**src/rtl/prog_seq_pkg.sv**
```systemverilog
// Shared types for the programmable sequencer: FSM states and the
// per-cycle action chosen while running.
package prog_seq_pkg;

  typedef enum logic [1:0] {
    IDLE  = 2'd0,
    ARMED = 2'd1,
    RUN   = 2'd2,
    DONE  = 2'd3
  } seq_state_t;

  // Exactly one of these is applied per RUN cycle.
  typedef enum logic [2:0] {
    ACT_HALT   = 3'd0,
    ACT_STALL  = 3'd1,
    ACT_RET    = 3'd2,
    ACT_CALL   = 3'd3,
    ACT_BRANCH = 3'd4,
    ACT_INC    = 3'd5
  } run_act_t;

  // Resolve simultaneous requests: Halt > Stall > Ret > Call > BranchEn > increment.
  function automatic run_act_t pick_action(input logic halt, input logic stall,
                                           input logic ret, input logic call,
                                           input logic branch);
    if (halt)        return ACT_HALT;
    else if (stall)  return ACT_STALL;
    else if (ret)    return ACT_RET;
    else if (call)   return ACT_CALL;
    else if (branch) return ACT_BRANCH;
    else             return ACT_INC;
  endfunction

endpackage

```
**src/rtl/ret_stack.sv**
```systemverilog
// Return-address stack: D entries of A bits, LIFO, with a synchronous
// clear used when a new run is armed.
module ret_stack #(
  parameter int A = 10,
  parameter int D = 4
) (
  input  logic         clk,
  input  logic         Reset,
  input  logic         clr,
  input  logic         push,
  input  logic         pop,
  input  logic [A-1:0] push_data,
  output logic [A-1:0] top,
  output logic         full,
  output logic         empty
);

  // Pointer counts occupied entries, so it must reach D itself.
  localparam int PW = $clog2(D + 1);
  localparam int IW = (D > 1) ? $clog2(D) : 1;

  logic [PW-1:0] sp;
  logic [PW-1:0] sp_dec;
  logic [A-1:0]  mem [D];

  assign sp_dec = sp - PW'(1);
  assign full   = (sp == PW'(D));
  assign empty  = (sp == '0);
  assign top    = empty ? '0 : mem[IW'(sp_dec)];

  // Stack pointer: reset/clear empties the stack, push has priority over pop.
  always_ff @(posedge clk) begin
    // NOTE: sequential state is always updated with non-blocking assignments
    // so every flop samples pre-edge values regardless of statement order.
    if (Reset || clr)       sp <= '0;
    else if (push && !full) sp <= sp + PW'(1);
    else if (pop && !empty) sp <= sp_dec;
  end

  // Entry storage: written on push only.
  always_ff @(posedge clk) begin
    // NOTE: the storage array is deliberately not reset; the pointer alone
    // defines which entries are valid, and stale data is never read.
    if (push && !full && !Reset && !clr) mem[IW'(sp)] <= push_data;
  end

endmodule

```
**src/rtl/prog_seq.sv**
```systemverilog
// Programmable sequencer: program counter with absolute/relative branch,
// call/return through a hardware return stack, and an IDLE/ARMED/RUN/DONE
// control FSM started by the falling edge of Start.
module prog_seq
  import prog_seq_pkg::*;
#(
  parameter int A = 10,
  parameter int D = 4
) (
  input  logic         clk,
  input  logic         Reset,
  input  logic         Start,
  input  logic         Stall,
  input  logic         Halt,
  input  logic         BranchEn,
  input  logic         BranchRel,
  input  logic         Call,
  input  logic         Ret,
  input  logic [A-1:0] Target,
  output logic [A-1:0] ProgCtr,
  output logic         Running,
  output logic         Done,
  output logic         Fault
);

  seq_state_t   state;
  logic [A-1:0] pc;
  logic [A-1:0] pc_inc;
  logic         fault;
  run_act_t     act;

  logic         stk_clr;
  logic         stk_push;
  logic         stk_pop;
  logic [A-1:0] stk_top;
  logic         stk_full;
  logic         stk_empty;

  assign act    = pick_action(Halt, Stall, Ret, Call, BranchEn);
  assign pc_inc = pc + A'(1);

  // Stack control is only active in RUN; arming from IDLE/DONE clears it.
  assign stk_clr  = ((state == IDLE) || (state == DONE)) && Start;
  assign stk_push = (state == RUN) && (act == ACT_CALL) && !stk_full;
  assign stk_pop  = (state == RUN) && (act == ACT_RET) && !stk_empty;

  ret_stack #(
    .A(A),
    .D(D)
  ) u_ret_stack (
    .clk      (clk),
    .Reset    (Reset),
    .clr      (stk_clr),
    .push     (stk_push),
    .pop      (stk_pop),
    .push_data(pc_inc),
    .top      (stk_top),
    .full     (stk_full),
    .empty    (stk_empty)
  );

  // Control FSM together with program counter and sticky fault flag.
  always_ff @(posedge clk) begin
    if (Reset) begin
      state <= IDLE;
      pc    <= '0;
      fault <= 1'b0;
    end else begin
      case (state)
        IDLE, DONE: begin
          if (Start) begin
            state <= ARMED;
            pc    <= '0;
            fault <= 1'b0;
          end
        end
        ARMED: begin
          if (!Start) state <= RUN;
        end
        RUN: begin
          case (act)
            ACT_HALT:  state <= DONE;
            ACT_STALL: ;
            ACT_RET: begin
              if (stk_empty) begin
                fault <= 1'b1;
                state <= DONE;
              end else begin
                pc <= stk_top;
              end
            end
            ACT_CALL: begin
              if (stk_full) begin
                fault <= 1'b1;
                state <= DONE;
              end else begin
                pc <= Target;
              end
            end
            ACT_BRANCH: pc <= BranchRel ? (pc + Target) : Target;
            default:    pc <= pc_inc;
          endcase
        end
        default: state <= IDLE;
      endcase
    end
  end

  // Outputs decode registered state only; no input reaches them combinationally.
  assign ProgCtr = pc;
  assign Running = (state == RUN);
  assign Done    = (state == DONE);
  assign Fault   = fault;

endmodule

```
**config.mk**
```make
export PLATFORM = sky130hd
export DESIGN_NAME = prog_seq
export DESIGN_NICKNAME = d
export VERILOG_FILES = /design/src/rtl/prog_seq_pkg.sv /design/src/rtl/ret_stack.sv /design/src/rtl/prog_seq.sv
export SDC_FILE = /design/constraint.sdc
export NUM_CORES = 1
export LEC_CHECK = 0
export BUFFER_PORTS_ARGS = -buffer_cell sky130_fd_sc_hd__buf_2
export CORE_MARGIN = 2
export CORE_UTILIZATION = 59
export DETAILED_ROUTE_END_ITERATION = 6
export PLACE_DENSITY = 0.78
export SYNTH_ARGS = -nofsm -noshare
export SYNTH_HDL_FRONTEND = slang
export SYNTH_SLANG_ARGS = --single-unit
```
**constraint.sdc**
```tcl
create_clock -name clk -period 3.4 [get_ports clk]
set_input_delay 0.17 -clock clk [delete_from_list [all_inputs] [get_ports clk]]
set_output_delay 0.17 -clock clk [all_outputs]
set_load 0.01 [all_outputs]
```
# Word-level counts from Yosys, hierarchy flattened
# Memories as Yosys holds them, arrays and structs flattened.
# Index checks and enable logic that the tools add are counted.
[op_classes]
n_eq_ne = 17
add_sub_neg = 4
reduce_logical = 25
n_mux = 26
[ops]
columns = ["operator", "count"]
rows = [
  ["$mux 10", 4],
  ["$pmux 10 s4", 1],
  ["$pmux 10 s2", 1],
  ["$mux 3", 6],
  ["$reduce_and 5->1", 3],
  ["$pmux 2 s3", 2],
  ["$add 10x1->10 const B", 1],
  ["$add 10x10->10", 1],
  ["$logic_and 1x1->1", 9],
  ["$mux 2", 4],
  ["$eq 3x2->1 const B", 2],
  ["$eq 3x3->1 const B", 2],
  ["$logic_not 3->1", 2],
  ["$mux 1", 6],
  ["$ne 2x2->1 const B", 3],
  ["$ne 3x2->1 const B", 2],
  ["$ne 3x3->1 const B", 2],
  ["$eq 2x2->1 const B", 2],
  ["$logic_not 1->1", 4],
  ["$ne 4x1->1 const B", 1],
  ["$pmux 1 s2", 2],
  ["$reduce_bool 2->1", 2],
  ["$reduce_or 2->1", 2],
  ["$add 3x1->3 const B", 1],
  ["6 further kinds", 7],
]
[totals]
memories = 1
regBits = 16
ramBits = 40
wordCells = 77
[memory_table]
columns = ["memory", "words", "width", "read_ports", "rd_ports_with_merged_regs", "write_ports", "line_no", "rtl"]
rows = [
  ["u_ret_stack.mem", 4, 10, 1, 0, 1, "ret_stack.sv:24", "logic [A-1:0] mem [D];"],
]

# Depth between registers and ports, before layout
# Gate-level depths: netlist of run 1.
[depth]
depth_word = 13
depth_mapped = 10
mapped_depth_nobuf = 8

# Hierarchy
# From an unflattened synthesis of run 1, not the netlist that was laid out.
[hier_totals]
cells_unflattened = 312
hier_area_um2 = 3493.4
[by_module_without_submodules]
columns = ["module", "area_each_um2", "instances", "cells_per_inst"]
rows = [
  ["ret_stack", 1913.1, 1, 105],
  ["prog_seq", 1580.3, 1, 207],
]

# Least setup slack after synthesis of run 1
# No wires, ideal clock.
[synth_timing]
kind = "register -> register"
start = "register u_ret_stack.sp[0]"
end = "register pc[2], in the netlist ProgCtr[2]"
slack_ps = 1003
stages_incl_launch_ff = 10
synth_period_minus_slack_ps = 2397
path_buffers = 2
arrival_time_ps = 2278
path_cell_list = "dfxtp_1 > buf_6 > inv_1 > ha_1 > buf_1 > mux4_2 > a222oi_1 > o21ai_0 > a22oi_1 > nor2_1"
[synth_via]
elab_chain_len = 5
word_cells_on_any_way = 10
cone_classes = "add/sub: 1; eq/ne: 3; mux: 3; reduce/logical: 2; memory: 1"
[synth_rtl]
columns = ["element", "line_no", "rtl"]
rows = [
  ["start, declared", "ret_stack.sv:22", "logic [PW-1:0] sp;"],
  ["start signal, assigned", "ret_stack.sv:36", "else if (push && !full) sp <= sp + PW'(1);"],
  ["start signal, assigned", "ret_stack.sv:37", "else if (pop && !empty) sp <= sp_dec;"],
  ["$sub 3x1->3", "ret_stack.sv:26", "assign sp_dec = sp - PW'(1);"],
  ["$mem_v2 4x10", "--", ""],
  ["$mux 10", "prog_seq.sv:85", "if (stk_empty) begin"],
  ["$pmux 10 s4", "prog_seq.sv:81", "case (act)"],
  ["$pmux 10 s2", "prog_seq.sv:69", "case (state)"],
  ["end signal, assigned", "prog_seq.sv:89", "pc <= stk_top;"],
  ["end signal, assigned", "prog_seq.sv:97", "pc <= Target;"],
  ["end signal, assigned", "prog_seq.sv:100", "ACT_BRANCH: pc <= BranchRel ? (pc + Target) : Target;"],
  ["end, declared", "prog_seq.sv:27", "logic [A-1:0] pc;"],
]
# Several ways; a longest one is shown, not always the timed one. The select of a mux whose other input is x is not followed.
# A chain may end at the register's enable or synchronous reset.

# Worst setup path in the final report of run 1
# Same ends and word-level chain as after synthesis.

==> results.cfg, run 1 <==
[drt]
wl_mm = 7.16
drtAntennaViolNets = 0
drc = 0
viasPerCell = 6.41
routedWlPerCell_um = 18.6
vias = 2466
dr.first_iter.drc_count = 275
firstDrtPassIters = 4

[clock_network]
cts_max_level = 2
clockBufferDepth = 2
cts_tree = built
clk_latency_ns = 0.32
hold_buffers = 0
cts_root_buf = clkbuf_8
clkSinkCount = 56
post_cts_resized = 0
clk_pin_slew_ns = 0.11
cts_setup_buffers = 0
cts_inserted_buffers = 5

[worst_hold_path]
hold_path_class = in2reg
worstHoldStart = Reset

[placement]
hpwl_mm = 5.24
routabilityCongestion = 0.892
placedCellCount = 377
pre_cts_ws_ns = 0.905
portBuffers = 31

[critical_path]
path_cells = buf_4 -> inv_1 -> ha_1 -> mux4_2 -> a222oi_1 -> o21ai_0 -> a22oi_1 -> nor2_1
reg2reg_slack_ns = 0.89
worstSetupEndpoint = ProgCtr[2]$_SDFFE_PP0P_
worst_ep_arrival_time_ns = 2.72
cp_max_fo = 14
critPathSlowestCell = ha_1
cp_data_required_time_ns = 3.62
worstRegToRegCells = 8
crit_path_start = u_ret_stack.sp[0]$_SDFFE_PP0P_
critPathCaptureType = flip-flop
reg2reg_to = ProgCtr[2]$_SDFFE_PP0P_
max_stage_delay_ns = 0.63
r2r_start = u_ret_stack.sp[0]$_SDFFE_PP0P_
crit_type = reg2reg
startpoint_type = flip-flop

[yosys]
yosysTopAreaCell = edfxtp_1
seq_area_frac_synth_pct = 47.0
async_flop_share_pct = 0
ys_ff_latch = 56
syn_nets = 321
yosysWarnings = 0
synth_edf_count = 40
netlist-cell-type-count = 57
yosysMostFrequentCell = edfxtp_1
synth_common_cells = edfxtp_1 (40), o21ai_0 (20), ha_1 (19)
synth.avg_cell_area_um2 = 11.5
ys_top_cells_by_area = edfxtp_1 (37%), dfxtp_1 (9.9%), ha_1 (7.3%)
synthCells = 282
synthFlopType = edfxtp_1
synth_top_area_share_pct = 37.1
syn-cell-area_um2 = 3240

[power]
clkPwrFrac_pct = 26.5
p_sw_share_pct = 30.2
leakagePower_nw = 1.37
ir_drop_mv = 0.309
p_sw_mw = 0.439
power_density_nw_per_um2 = 411
intPower_mw = 1.02
p_seq_share_pct = 52.1
combPwrFrac_pct = 21.4

[grt]
grt_antenna_before_repair = 0
overflow = 0
grt_pass1_vias = 2158
grt_max_degree = 20
grt_usage_pct = 23.9
grt_pass1_wl_mm = 11.1

[floorplan]
std_cell_rows = 26
die-height_um = 78.1
die-area_um2 = 6100
fp.dieW_um = 78.1
start_util_pct = 62.2
ios = 32
core_um2 = 5200

[sta]
rsz0062_at_grt = no
tns_ns = 0
relSlewSlack_pct = 38.8
max_freq_mhz = 399
drv_slew = 0
finalSetupViolCount = 0
setup_slack_ns = 0.893
timing.final.crit_period_ns = 2.51
worst_slew_pin_slew_ns = 0.910
skew_ns = 0.00835
period_share_pct = 73.7
hold_viol_final = 0

[finish]
instances_no_fill = 385
nNetsFinal = 353
diodes = 0
syn_to_final_growth_pct = 9.43
drive_gt1_share_pct = 18.7

[run_status]
status = completed

[flow_run]
maxCapViolations = 0
[per-stage QoR]
stage / hold WS, ns / util [%] / power (mW) / instance area, µm²
floorplan: 0.403 / - / 1.00 / 3240
global placement: 0.480 / 66.3 / 1.07 / 3450
detailed placement: 0.498 / 66.3 / 1.08 / 3450
CTS: 0.159 / 68.1 / 1.46 / 3540
global route: 0.173 / 68.1 / 1.52 / 3540
finish: 0.167 / 68.1 / 1.46 / 3540
[worst max-delay path, delay by kind of cell (launching register included)]
| family | cells | cell delay [ns] |
|---|---|---|
| flops | 1 | 0.32 |
| mux | 1 | 0.38 |
| buf+inv | 2 | 0.37 |
| compound gates | 3 | 0.65 |
| simple gates | 1 | 0.05 |
| fa+ha+maj | 1 | 0.63 |
[layout make-up]
type / count / area, µm²
fill: 403 / 1660
multi-input combinational: 208 / 1630
sequential: 56 / 1520
timing repair buffer: 34 / 178
tap: 70 / 87.6
clock buffer: 5 / 68.8
inverter: 9 / 33.8
clock inverter: 3 / 25.0
[power by group through the flow]
stage / Sequential (mW) / Clock (mW) / Combinational (mW)
6_report: 0.758 / 0.386 / 0.312
5_1_grt: 0.762 / 0.413 / 0.340
4_1_cts: 0.758 / 0.390 / 0.308
3_5_place_dp: 0.774 / 0 / 0.305
3_3_place_gp: 0.771 / 0 / 0.297
2_1_floorplan: 0.770 / 0 / 0.233
[cells in the final DEF, fill, tap and decap left out, types with 4 or more instances in the layout]
| cell | n |
|---|---|
| nand4_1 | 4 |
| buf_2 | 31 |
| a221o_1 | 6 |
| a211oi_1 | 4 |
| clkbuf_8 | 5 |
| o21ai_0 | 20 |
| nor3_1 | 6 |
| dfxtp_1 | 16 |
| nand3_1 | 7 |
| a21o_1 | 5 |
| nor2_1 | 16 |
| xnor2_1 | 14 |
| a31oi_1 | 4 |
| mux4_2 | 10 |
| edfxtp_1 | 40 |
| a21oi_1 | 16 |
| inv_1 | 9 |
| nand2_1 | 16 |
| and2_1 | 5 |
| ha_1 | 19 |
[registers in the layout (all words and copies together) (netlist names)]
| name | flops |
|---|---|
| Fault | 1 |
| ProgCtr | 10 |
| state | 2 |
| u_ret_stack.mem | 40 |
| u_ret_stack.sp | 3 |
[cells by family (layout without fill, tap and decap cells)]
logic type	count (synthesis)	count (layout)	synth area share, %
compound gates	80	80	16.7
simple gates	79	79	13.5
flops	56	56	47.0
buf+inv	18	51	2.70
mux	12	12	7.57
fa+ha+maj	20	20	7.96
xor+xnor	17	17	4.60
[worst min-delay path by stage]
| stage | end | slack (ns) | depth (start not counted) |
|---|---|---|---|
| finish | ProgCtr[2]$_SDFFE_PP0P_ | 0.17 | 2 |
| global route | ProgCtr[2]$_SDFFE_PP0P_ | 0.17 | 2 |
| CTS | ProgCtr[2]$_SDFFE_PP0P_ | 0.16 | 2 |
| detailed placement | ProgCtr[2]$_SDFFE_PP0P_ | 0.50 | 2 |
| global placement | Fault$_SDFFE_PP0P_ | 0.48 | 2 |
| floorplan | u_ret_stack.sp[1]$_SDFFE_PP0P_ | 0.40 | 2 |
[metal layers]
| metal | part of all wire, % | GRT usage, % | up-vias |
|---|---|---|---|
| met5 | 0 | 0 | - |
| met4 | 0.95 | 6.14 | 0 |
| met3 | 8.0 | 4.25 | 7 |
| met2 | 47 | 36.9 | 105 |
| met1 | 45 | 35.3 | 1192 |
| li1 | - | - | 1162 |
Power figures use the tool's default switching activity.
==> run 2: changes to the inputs <==
--- a/config.mk
+++ b/config.mk
@@ -7,9 +7,9 @@
 export LEC_CHECK = 0
 export BUFFER_PORTS_ARGS = -buffer_cell sky130_fd_sc_hd__buf_2
 export CORE_MARGIN = 2
-export CORE_UTILIZATION = 59
+export CORE_UTILIZATION = 53
 export DETAILED_ROUTE_END_ITERATION = 6
-export PLACE_DENSITY = 0.78
+export PLACE_DENSITY = 0.74
 export SYNTH_ARGS = -nofsm -noshare
 export SYNTH_HDL_FRONTEND = slang
 export SYNTH_SLANG_ARGS = --single-unit
==> constraint.sdc (replaced) <==
create_clock -name clk -period 2.2 [get_ports clk]
set_input_delay 0.11 -clock clk [delete_from_list [all_inputs] [get_ports clk]]
set_output_delay 0.11 -clock clk [all_outputs]
set_load 0.01 [all_outputs]
==> results.cfg, run 2 (synthesis results as in run 1) <==
[clock_network]
cts_setup_buffers = 0
cts_tree = built
clockBufferDepth = 2
clk_pin_slew_ns = 0.10
cts_inserted_buffers = 5
clkSinkCount = 56
clk_latency_ns = 0.31
cts_max_level = 2
cts_root_buf = clkbuf_8
hold_buffers = 0
post_cts_resized = 0

[drt]
routedWlPerCell_um = 17.3
drtAntennaViolNets = 0
vias = 2470
firstDrtPassIters = 4
wl_mm = 7.07
drc = 0
viasPerCell = 6.04
dr.first_iter.drc_count = 167

[grt]
grt_pass1_wl_mm = 10.7
grt_antenna_before_repair = 0
grt_max_degree = 19
grt_pass1_vias = 2199
grt_usage_pct = 21.4
overflow = 0

[critical_path]
worstSetupEndpoint = ProgCtr[8]$_SDFFE_PP0P_
cp_data_required_time_ns = 2.40
worstRegToRegCells = 8
crit_path_start = state[0]$_SDFFE_PP0P_
cp_max_fo = 6
reg2reg_slack_ns = 0.11
crit_type = reg2reg
critPathSlowestCell = dfxtp_2
reg2reg_to = ProgCtr[8]$_SDFFE_PP0P_
r2r_start = state[0]$_SDFFE_PP0P_
critPathTopFamily = compound AO/OA/AOI/OAI gates
worst_ep_arrival_time_ns = 2.29
cp.depth = 8
path_cells = inv_1 -> ha_1 -> nor2b_1 -> a41o_1 -> a211o_2 -> a21o_1 -> a22oi_1 -> nor3_1
startpoint_type = flip-flop
critPathCaptureType = flip-flop
max_stage_delay_ns = 0.38
worst-path-buf-inv = 1

[placement]
hpwl_mm = 5.38
dpl_cell_area_um2 = 3650
pre_cts_ws_ns = 0.0975
routabilityCongestion = 0.842
placedCellCount = 401
portBuffers = 31

[sta]
drv_slew = 0
timing.final.crit_period_ns = 2.09
tns_ns = 0
holdWs_ns = 0.117
setup_slack_ns = 0.108
period_share_pct = 95.1
hold_viol_final = 0
worst_slew_pin_slew_ns = 0.461
max_freq_mhz = 478
relSlewSlack_pct = 69.1
rsz0062_at_grt = no
finalSetupViolCount = 0
skew_ns = 0.00971

[power]
ir_drop_mv = 0.478
power_density_nw_per_um2 = 592
combPwrFrac_pct = 21.9
fin_total_pwr_mw = 2.22
p_sw_mw = 0.637
p_seq_share_pct = 52.7
clkPwrFrac_pct = 25.5
p_sw_share_pct = 28.8
intPower_mw = 1.58
leakagePower_nw = 1.48

[floorplan]
die-height_um = 82.2
die-area_um2 = 6750
ios = 32
start_util_pct = 54.7
fp.dieW_um = 82.2
std_cell_rows = 28
core_um2 = 5920

[finish]
fin_util_pct = 63.2
nNetsFinal = 372
syn_to_final_growth_pct = 15.6
instances_no_fill = 409
diodes = 0
final_cell_mix = edfxtp_1 (40), buf_2 (31), o21ai_0 (20), ha_1 (19), buf_4 (18)
drive_gt1_share_pct = 24.0
layout_commonest_cell = edfxtp_1
final_area_um2 = 3740
largest_reg_flops = 40
regMostFlops = u_ret_stack.mem
fillerInstances = 459

[flow_run]
maxCapViolations = 0

[worst_hold_path]
hold_path_class = in2reg

[run_status]
status = completed
==> run 2: cell types whose count changed in the layout (fill, tap and decap cells not counted) <==
| cell | previous run | this run |
|---|---|---|
| nor2_1 | 16 | 15 |
| clkinv_2 | 0 | 1 |
| inv_6 | 2 | 1 |
| nor2_2 | 1 | 2 |
| buf_4 | 3 | 18 |
| buf_12 | 0 | 4 |
| dfxtp_2 | 0 | 1 |
| dfxtp_1 | 16 | 15 |
==> run 2: routing by layer <==
metal  global-route usage [%]  wire length [µm]  up-vias
met5                        0                 0        -
met4                     6.50                93        0
met3                     3.26               327        9
met2                     34.5              3310       66
met1                     30.2              3340     1196
li1                         -                 -     1199
==> run 2: worst min path at each step <==
| stage | from | to | slack, ns | cells past startpoint |
|---|---|---|---|---|
| 5_1_grt | Reset | state[0]$_SDFFE_PP0P_ | 0.11 | 2 |
| 4_1_cts | Reset | state[0]$_SDFFE_PP0P_ | 0.11 | 2 |
| 3_3_place_gp | Reset | state[0]$_SDFFE_PP0P_ | 0.43 | 2 |
| 3_5_place_dp | Reset | state[0]$_SDFFE_PP0P_ | 0.44 | 2 |
| 2_1_floorplan | Start | u_ret_stack.sp[1]$_SDFFE_PP0P_ | 0.34 | 2 |
| 6_report | Reset | state[0]$_SDFFE_PP0P_ | 0.12 | 2 |
==> run 2: worst reg2reg max path: stages, from the launching register on <==
cell     delay (ns)
dfxtp_2        0.38
inv_1          0.06
ha_1           0.33
nor2b_1        0.19
a41o_1         0.26
a211o_2        0.34
a21o_1         0.17
a22oi_1        0.20
nor3_1         0.07
==> run 2: power groups by stage <==
stage	combinational (mW)	sequential [mW]	clock, mW
after floorplan	0.360	1.19	0
after global placement	0.464	1.19	0
after detailed placement	0.478	1.19	0
after CTS	0.480	1.17	0.579
after global routing	0.538	1.17	0.614
final	0.484	1.17	0.564
==> run 2: layout make-up <==
type | instances | area [µm²] | area share [%]
multi-input combinational | 208 | 1630 | 43.6
clock inverter | 3 | 21.3 | 0.568
inverter | 9 | 33.8 | 0.903
tap | 75 | 93.8 | 2.51
clock buffer | 5 | 68.8 | 1.84
timing repair buffer | 53 | 370 | 9.90
sequential | 56 | 1520 | 40.7
